==> config.mk <==
export PLATFORM = sky130hd
export DESIGN_NAME = masked_subbytes_ctrl
export DESIGN_NICKNAME = d
export VERILOG_FILES = /design/src/rtl/masked_subbytes_ctrl_pkg.sv /design/src/rtl/masked_subbytes_ctrl_tag_delay_line.sv /design/src/rtl/masked_subbytes_ctrl.sv
export SDC_FILE = /design/constraint.sdc
export NUM_CORES = 1
export LEC_CHECK = 0
export ABC_AREA = 1
export CAP_MARGIN = 20
export CELL_PAD_IN_SITES_DETAIL_PLACEMENT = 1
export CELL_PAD_IN_SITES_GLOBAL_PLACEMENT = 2
export CORE_UTILIZATION = 30
export CTS_CLUSTER_SIZE = 10
export DETAILED_ROUTE_END_ITERATION = 10
export PLACE_DENSITY = 0.82
export RECOVER_POWER = 25
export REMOVE_ABC_BUFFERS = 1
export SYNTH_ARGS = -nofsm -noshare
export SYNTH_HDL_FRONTEND = slang
export SYNTH_SLANG_ARGS = --single-unit
==> constraint.sdc <==
create_clock -name ClkxCI -period 6.5 [get_ports ClkxCI]
set_input_delay 1.3 -clock ClkxCI [delete_from_list [all_inputs] [get_ports ClkxCI]]
set_output_delay 1.3 -clock ClkxCI [all_outputs]
set_load 0.02 [all_outputs]
==> src/rtl/masked_subbytes_ctrl_pkg.sv <==
// Shared definitions for the masked SubBytes sequencer: FSM encoding,
// byte count and the {valid, tag} entry carried alongside the sbox pipeline.
package masked_subbytes_ctrl_pkg;

    typedef enum logic [1:0] {
        IDLE  = 2'd0,
        FEED  = 2'd1,
        DRAIN = 2'd2,
        DONE  = 2'd3
    } ctrl_state_e;

    localparam int unsigned NUM_BYTES = 16;
    localparam int unsigned TAG_W     = 4;

    typedef struct packed {
        logic             valid;
        logic [TAG_W-1:0] tag;
    } tag_entry_t;

endpackage

==> src/rtl/masked_subbytes_ctrl_tag_delay_line.sv <==
// Fixed-depth shift register that tracks which byte is in flight inside the
// external masked sbox; it advances every cycle independent of the FSM.
module tag_delay_line
    import masked_subbytes_ctrl_pkg::*;
#(
    parameter int unsigned DEPTH = 5,
    parameter int unsigned WIDTH = 5
) (
    input  logic             ClkxCI,
    input  logic             RstxRI,
    input  logic [WIDTH-1:0] DataxDI,
    output logic [WIDTH-1:0] DataxDO
);

    logic [WIDTH-1:0] pipe_r [DEPTH];

    // Shift register stages, cleared on reset so no stale tag survives it
    always_ff @(posedge ClkxCI) begin
        if (RstxRI) begin
            for (int i = 0; i < int'(DEPTH); i++) begin
                pipe_r[i] <= {WIDTH{1'b0}};
            end
        end else begin
            pipe_r[0] <= DataxDI;
            for (int i = 1; i < int'(DEPTH); i++) begin
                pipe_r[i] <= pipe_r[i-1];
            end
        end
    end

    assign DataxDO = pipe_r[DEPTH-1];

endmodule

==> src/rtl/masked_subbytes_ctrl.sv <==
// Feeds the 16 shared state bytes through an external pipelined masked sbox,
// throttled by randomness availability, and reassembles the shared results.
module masked_subbytes_ctrl
    import masked_subbytes_ctrl_pkg::*;
#(
    parameter int unsigned SHARES       = 2,
    parameter int unsigned SBOX_LATENCY = 5
) (
    input  logic                    ClkxCI,
    input  logic                    RstxRI,
    input  logic                    StartxSI,
    input  logic [128*SHARES-1:0]   StatexDI,
    input  logic                    RndValidxSI,
    output logic                    RndReqxSO,
    output logic [8*SHARES-1:0]     SboxInxDO,
    input  logic [8*SHARES-1:0]     SboxOutxDI,
    output logic [128*SHARES-1:0]   StatexDO,
    output logic                    BusyxSO,
    output logic                    DonexSO
);

    localparam int unsigned STATE_W = 128 * SHARES;
    localparam int unsigned ENTRY_W = TAG_W + 1;

    ctrl_state_e          state_r;
    logic [STATE_W-1:0]   stateIn_r;
    logic [STATE_W-1:0]   result_r;
    logic [TAG_W-1:0]     issueCnt_r;
    logic [TAG_W-1:0]     captCnt_r;
    logic                 busy_r;
    logic                 done_r;
    logic                 rndReq_r;

    logic                 issue_s;
    logic [8*SHARES-1:0]  sboxIn_s;
    tag_entry_t           tagIn_s;
    tag_entry_t           tagOut_s;
    logic [ENTRY_W-1:0]   tagOutRaw_s;

    // Issue decision and operand select; a missing random word becomes a bubble
    always_comb begin
        issue_s  = 1'b0;
        sboxIn_s = {(8*SHARES){1'b0}};
        tagIn_s  = '{valid: 1'b0, tag: {TAG_W{1'b0}}};
        if ((state_r == FEED) && RndValidxSI) begin
            issue_s = 1'b1;
            tagIn_s = '{valid: 1'b1, tag: issueCnt_r};
            for (int s = 0; s < int'(SHARES); s++) begin
                sboxIn_s[s*8 +: 8] = stateIn_r[s*128 + 8*int'(issueCnt_r) +: 8];
            end
        end else begin
            issue_s  = 1'b0;
            sboxIn_s = {(8*SHARES){1'b0}};
        end
    end

    tag_delay_line #(
        .DEPTH (SBOX_LATENCY),
        .WIDTH (ENTRY_W)
    ) u_tag_delay_line (
        .ClkxCI  (ClkxCI),
        .RstxRI  (RstxRI),
        .DataxDI (tagIn_s),
        .DataxDO (tagOutRaw_s)
    );

    assign tagOut_s = tag_entry_t'(tagOutRaw_s);

    // Sequencer FSM with registered status outputs
    always_ff @(posedge ClkxCI) begin
        if (RstxRI) begin
            state_r    <= IDLE;
            stateIn_r  <= {STATE_W{1'b0}};
            issueCnt_r <= {TAG_W{1'b0}};
            busy_r     <= 1'b0;
            done_r     <= 1'b0;
            rndReq_r   <= 1'b0;
        end else begin
            case (state_r)
                IDLE: begin
                    done_r <= 1'b0;
                    if (StartxSI) begin
                        state_r    <= FEED;
                        stateIn_r  <= StatexDI;
                        issueCnt_r <= {TAG_W{1'b0}};
                        busy_r     <= 1'b1;
                        rndReq_r   <= 1'b1;
                    end else begin
                        busy_r   <= 1'b0;
                        rndReq_r <= 1'b0;
                    end
                end
                FEED: begin
                    if (issue_s) begin
                        issueCnt_r <= issueCnt_r + 4'd1;
                        if (issueCnt_r == 4'(NUM_BYTES - 1)) begin
                            state_r  <= DRAIN;
                            rndReq_r <= 1'b0;
                        end
                    end
                end
                DRAIN: begin
                    if (tagOut_s.valid && (captCnt_r == 4'(NUM_BYTES - 1))) begin
                        state_r <= DONE;
                        done_r  <= 1'b1;
                    end
                end
                DONE: begin
                    state_r <= IDLE;
                    done_r  <= 1'b0;
                    busy_r  <= 1'b0;
                end
                default: begin
                    state_r  <= IDLE;
                    busy_r   <= 1'b0;
                    done_r   <= 1'b0;
                    rndReq_r <= 1'b0;
                end
            endcase
        end
    end

    // Result capture: the tag leaving the delay line names the destination byte
    always_ff @(posedge ClkxCI) begin
        if (RstxRI) begin
            result_r  <= {STATE_W{1'b0}};
            captCnt_r <= {TAG_W{1'b0}};
        end else if ((state_r == IDLE) && StartxSI) begin
            captCnt_r <= {TAG_W{1'b0}};
        end else if (tagOut_s.valid) begin
            for (int s = 0; s < int'(SHARES); s++) begin
                result_r[s*128 + 8*int'(tagOut_s.tag) +: 8] <= SboxOutxDI[s*8 +: 8];
            end
            captCnt_r <= captCnt_r + 4'd1;
        end
    end

    assign SboxInxDO = sboxIn_s;
    assign RndReqxSO = rndReq_r;
    assign StatexDO  = result_r;
    assign BusyxSO   = busy_r;
    assign DonexSO   = done_r;

endmodule

Yosys cells after proc, flatten, opt, wreduce, memory -nomap -nowiden

Memories as Yosys holds them, arrays and structs flattened.
Index checks and enable logic that the tools add are counted.

Memories kept: 1
Flip-flop bits (word level): 525
Memory bits (writable): 25
Input port bits: 276
Logic and storage cells: 79
Output and inout bits: 275

Multiplexer cells: 28
Eq/ne operators: 9
Add/sub/neg operators: 6
Shifts and indexed selects: 6
Bitwise gates (word level): 6
Reduce and logical (&&, ||, !) cells: 15

Memory list:

| memory                  | depth | bits a word | read ports | clocked after Yosys merged registers in | write ports | RTL line                                  | text |
|---|---|---|---|---|---|---|---|
| u_tag_delay_line.pipe_r | 5     | 5           | 5          | 0                                       | 5           | masked_subbytes_ctrl_tag_delay_line.sv:15 | `logic [WIDTH-1:0] pipe_r [DEPTH];` |

Operators by type and width:

| cell                       | number |
|---|---|
| $bwmux W256                | 2 |
| $shift A8 B33 Y256 const A | 2 |
| $shiftx A8 B33 Y256        | 2 |
| $shiftx A256 B10 Y8        | 1 |
| $shiftx A256 B8 Y8         | 1 |
| $neg A7 Y33                | 1 |
| $neg A9 Y33                | 1 |
| $mux W5                    | 6 |
| $add A8 B7 Y9 const A      | 2 |
| $mux W16                   | 1 |
| $add A4 B1 Y4 const B      | 2 |
| $eq A4 B4 Y1 const B       | 2 |
| $mux W1                    | 8 |
| $mux W2                    | 4 |
| $mux W4                    | 2 |
| $pmux W2 S4                | 1 |
| $pmux W4 S2                | 1 |
| $ne A2 B2 Y1 const B       | 3 |
| $pmux W1 S2                | 3 |
| $reduce_and A2 Y1          | 3 |
| $reduce_and A3 Y1          | 2 |
| $reduce_bool A2 Y1         | 3 |
| $or A1 B1 Y1               | 5 |
| $eq A2 B2 Y1 const B       | 2 |
| other kinds (7)            | 10 |

Longest topological paths before layout

Depth in word-level cells: 5
Mapped depth: 14

Cells and area by module

A second synthesis with hierarchy kept.

Cell total of the unflattened synthesis: 3692
Area, all modules: 25348.1 µm²

Modules (own cells, without submodules):

| module               | seq. area each (µm²) | cells each | area each (µm²) | instances |
|---|---|---|---|---|
| masked_subbytes_ctrl | 10510.1              | 3609       | 24586.1         | 1 |
| tag_delay_line       | 500.5                | 83         | 762.0           | 1 |

Least setup slack after synthesis

No wires, ideal clock.

Path kind: input -> output
Start point: input RndValidxSI
End point: output SboxInxDO[10]
Required time: 5.200 ns
Path buffers: 1
Setup slack: 3.162 ns
Arrival: 2.038 ns
Stages on the path: 3
Cells stage by stage: nand2_1 -> clkbuf_1 -> a31oi_1

Cells in the longest elaborated chain, start to end: 2

RTL lines:

| item                | RTL line                   | text |
|---|---|---|
| from (decl)         | masked_subbytes_ctrl.sv:13 | `input logic RndValidxSI,` |
| $logic_and A1 B1 Y1 | masked_subbytes_ctrl.sv:45 | `if ((state_r == FEED) && RndValidxSI) begin` |
| $mux W16            | masked_subbytes_ctrl.sv:45 |  |
| to (decl)           | masked_subbytes_ctrl.sv:15 | `output logic [8*SHARES-1:0] SboxInxDO,` |

Every way passes these cells.

Worst setup path after layout

Start point: register issueCnt_r[0]
End point: output SboxInxDO[10]

Cells in the longest elaborated chain, start to end: 3

RTL lines:

| item                   | RTL line                   | text |
|---|---|---|
| from (decl)            | masked_subbytes_ctrl.sv:28 | `logic [TAG_W-1:0] issueCnt_r;` |
| from (signal assigned) | masked_subbytes_ctrl.sv:74 | `issueCnt_r <= {TAG_W{1'b0}};` |
| from (signal assigned) | masked_subbytes_ctrl.sv:85 | `issueCnt_r <= {TAG_W{1'b0}};` |
| from (signal assigned) | masked_subbytes_ctrl.sv:95 | `issueCnt_r <= issueCnt_r + 4'd1;` |
| $add A8 B7 Y9          | masked_subbytes_ctrl.sv:49 | `sboxIn_s[s*8 +: 8] = stateIn_r[s*128 + 8*int'(issueCnt_r) +: 8];` |
| $shiftx A256 B10 Y8    | masked_subbytes_ctrl.sv:49 |  |
| $mux W16               | masked_subbytes_ctrl.sv:45 |  |

Every way passes these cells.

==> impl_metrics.csv <==
group,metric,value,unit
yosys,avgSynthCellArea,6.96,um^2
min_path,hp-start,"u_tag_delay_line.pipe_r[0][0]$_SDFF_PP0_",
detailed_routing,ant_nets,0,
floorplanning,fp.dieW,286,um
detailed_routing,wire_per_inst,20.8,um
pwr,powerDensity,302,nW/um^2
cells_and_area,nets,4175,
clock_network,root_buffer,"clkbuf_16",
critical_path,slowest_delay,870,ps
floorplanning,core,79300,um^2
min_path,min_path_type,"flop to flop",
yosys,synth_edf_count,0,
critical_path,critPathKind,"flop to output port",
floorplanning,io-pin-count,551,
yosys,synth_cells,3464,
cells_and_area,final_common_cell,"nor2_1",
cells_and_area,drive_gt1_share,4.52,%
critical_path,cp_max_fo,67,
detailed_routing,num_vias,25100,
pwr,p_leak,12.6,nW
global_routing,grt_remaining_overflow,0,
yosys,ys_seq_area_share,45.6,%
critical_path,rr_startpoint,"u_tag_delay_line.pipe_r[0][20]$_SDFF_PP0_",
detailed_routing,drt_pass1_iterations,5,
yosys,synth-seq-cells,550,
status,failed_checks,"capacitance limit, slew limit",
global_routing,grt_pass1_wl,155000,um
clock_network,cts_setup_buffers,0,
clock_network,clkSinkCount,550,
timing,hold_viol,0,
global_routing,track_usage,24.7,%
clock_network,clk_latency,610,ps
global_routing,grt_pass1_vias,25000,
floorplanning,die_y,286,um
yosys,synthFlopType,"dfxtp_1",
placed_design,place_congestion,0.850,
detailed_routing,route.detailed.drc,0,
clock_network,clock_path_buffers,3,
clock_network,cts_made_buffers,69,
cells_and_area,fin_area,32400,um^2
timing,max_slew_margin,-62.9,%
critical_path,slowest_stage,"dfxtp_4",
detailed_routing,viasPerCell,5.04,
pwr,p_total,9.77,mW
pwr,max-vdd-ir-drop,164,uV
clock_network,clk_pin_slew,60,ps
floorplanning,row_count,103,
placed_design,dpl.hpwl,71800,um
yosys,yosysUniqueCellTypes,39,
clock_network,cts.repair.resized,0,
cells_and_area,synthToLayoutAreaGrowth,34.2,%
critical_path,cp.required,5200,ps
timing,rsz0062_at_grt,"false",
critical_path,crit_top_cell,"nor2_1",
timing,worst_pin_slew,2440,ps
timing,period_share,79.9,%
critical_path,cp-end-kind,"output port",
placed_design,post-place-cells,4864,
detailed_routing,drt_iter0_drc,1427,
yosys,netlist_area,24100,um^2
clock_network,cts_tree,"built",
cells_and_area,final_core_util,40.8,%
critical_path,cp.arrival,3890,ps
timing,period_needed,5190,ps
critical_path,cp_cell_sequence,"buf_4 > nor2_1 > nor2_1 > o21ai_0 > o211ai_1 > nand3_1 > a31oi_1 > clkdlybuf4s50_1",
timing,drv_slew,147,
run,cap_viol_max_count,3,
timing,fmax,193,MHz
yosys,synthArstFlopShare,0,%
floorplanning,start_util,30.4,%
global_routing,grt_max_degree,176,
timing,skew,25.2,ps
cells_and_area,final_cell_mix,"nor2_1 (994), o21ai_0 (583), dfxtp_1 (548)",
cells_and_area,fin_cells,4971,
floorplanning,die_area,81600,um^2
critical_path,cp-startpoint,"issueCnt_r[0]$_SDFFE_PP0P_",
yosys,synth_warnings,0,
status,outcome,"complete, but fails checks",
global_routing,antenna_found_initial,22,
detailed_routing,drt-total-wl,103000,um
placed_design,post_dp_cell_area,30300,um^2
clock_network,cts_htree_levels,3,
critical_path,startpoint_type,"flop",
placed_design,port_buffers,550,
timing,setup_violations,0,
clock_network,holdBufCountCts,0,
==> report_power, final <==
part	total (mW)	internal [mW]	switching, mW
clock network	3.63	2.15	1.48
registers	4.12	3.84	0.271
logic	2.03	0.744	1.28
==> state kept, by name (all words and copies together) (netlist names) <==
name / flops
BusyxSO: 1
RndReqxSO: 1
stateIn_r: 256
StatexDO: 256
captCnt_r: 4
u_tag_delay_line.pipe_r: 25
state_r: 2
issueCnt_r: 4
DonexSO: 1
==> routing by layer <==
layer | vias up | global-route usage [%] | wire (um)
met5 | - | 0 | 220
met4 | 34 | 6.35 | 2360
met3 | 171 | 7.30 | 7620
met2 | 628 | 41.9 | 48900
met1 | 11900 | 30.3 | 44300
li1 | 12300 | - | -
==> stage by stage <==
step | TNS (ps) | hold WS, ps | setup slack [ps]
6_report | 0 | 390 | 1310
3_3_place_gp | 0 | 389 | 1620
5_1_grt | 0 | 415 | 951
2_1_floorplan | -2266010 | 388 | -8050
4_1_cts | 0 | 388 | 1190
3_5_place_dp | 0 | 396 | 1580
==> synth_stat cells (8+ instances only) <==
cell type / number / area share [%]
buf_2: 35 / 0.73
nand3_1: 122 / 2.5
nand4_1: 15 / 0.39
nand2_2: 8 / 0.21
ha_1: 14 / 0.73
buf_1: 13 / 0.20
nand2_1: 378 / 5.9
a31oi_1: 78 / 2.0
nor2_1: 996 / 15
o211ai_1: 31 / 0.96
clkbuf_1: 170 / 2.6
nor3_1: 33 / 0.68
inv_1: 149 / 2.3
o22ai_1: 81 / 2.1
inv_2: 17 / 0.26
nor2_2: 8 / 0.21
a21oi_1: 116 / 2.4
dfxtp_1: 550 / 46
o21ai_0: 583 / 12
nand3b_1: 20 / 0.62
==> logic make-up after synthesis <==
| family | share of synthesized area (%) |
|---|---|
| DFF | 45.6 |
| buffers and inverters | 6.40 |
| xor gates and xnor gates | 0.0363 |
| adders and majority gates | 0.726 |
| AOI/OAI and AO/OA | 20.3 |
| and+or+nand+nor | 26.9 |
==> critical path: cells and delay by family (launching register included) <==
kind / cells / cell delay [ps]
AO/OA/AOI/OAI: 3 / 610
flip-flops: 1 / 870
buffers and inverters: 2 / 1420
AND/OR/NAND/NOR: 3 / 320
==> layout make-up <==
class,instances,area (um^2)
sequential,550,11000
inverter,169,654
clock inverter,10,130
timing repair buffer,574,5710
clock buffer,94,1940
multi-input combinational,2521,11600
fill,9824,46900
antenna,3,7.51
tap,1050,1310
==> path summary, 6_finish.rpt <==
path,to,slack [ps],depth (start not counted)
max,SboxInxDO[10],1310,8
min,u_tag_delay_line.pipe_r[0][5]$_SDFF_PP0_,390,2
max reg2reg,StatexDO[51]$_SDFFE_PP0P_,1730,12
min reg2reg,u_tag_delay_line.pipe_r[0][5]$_SDFF_PP0_,390,2
No activity file was read; power rests on OpenSTA's default activity.
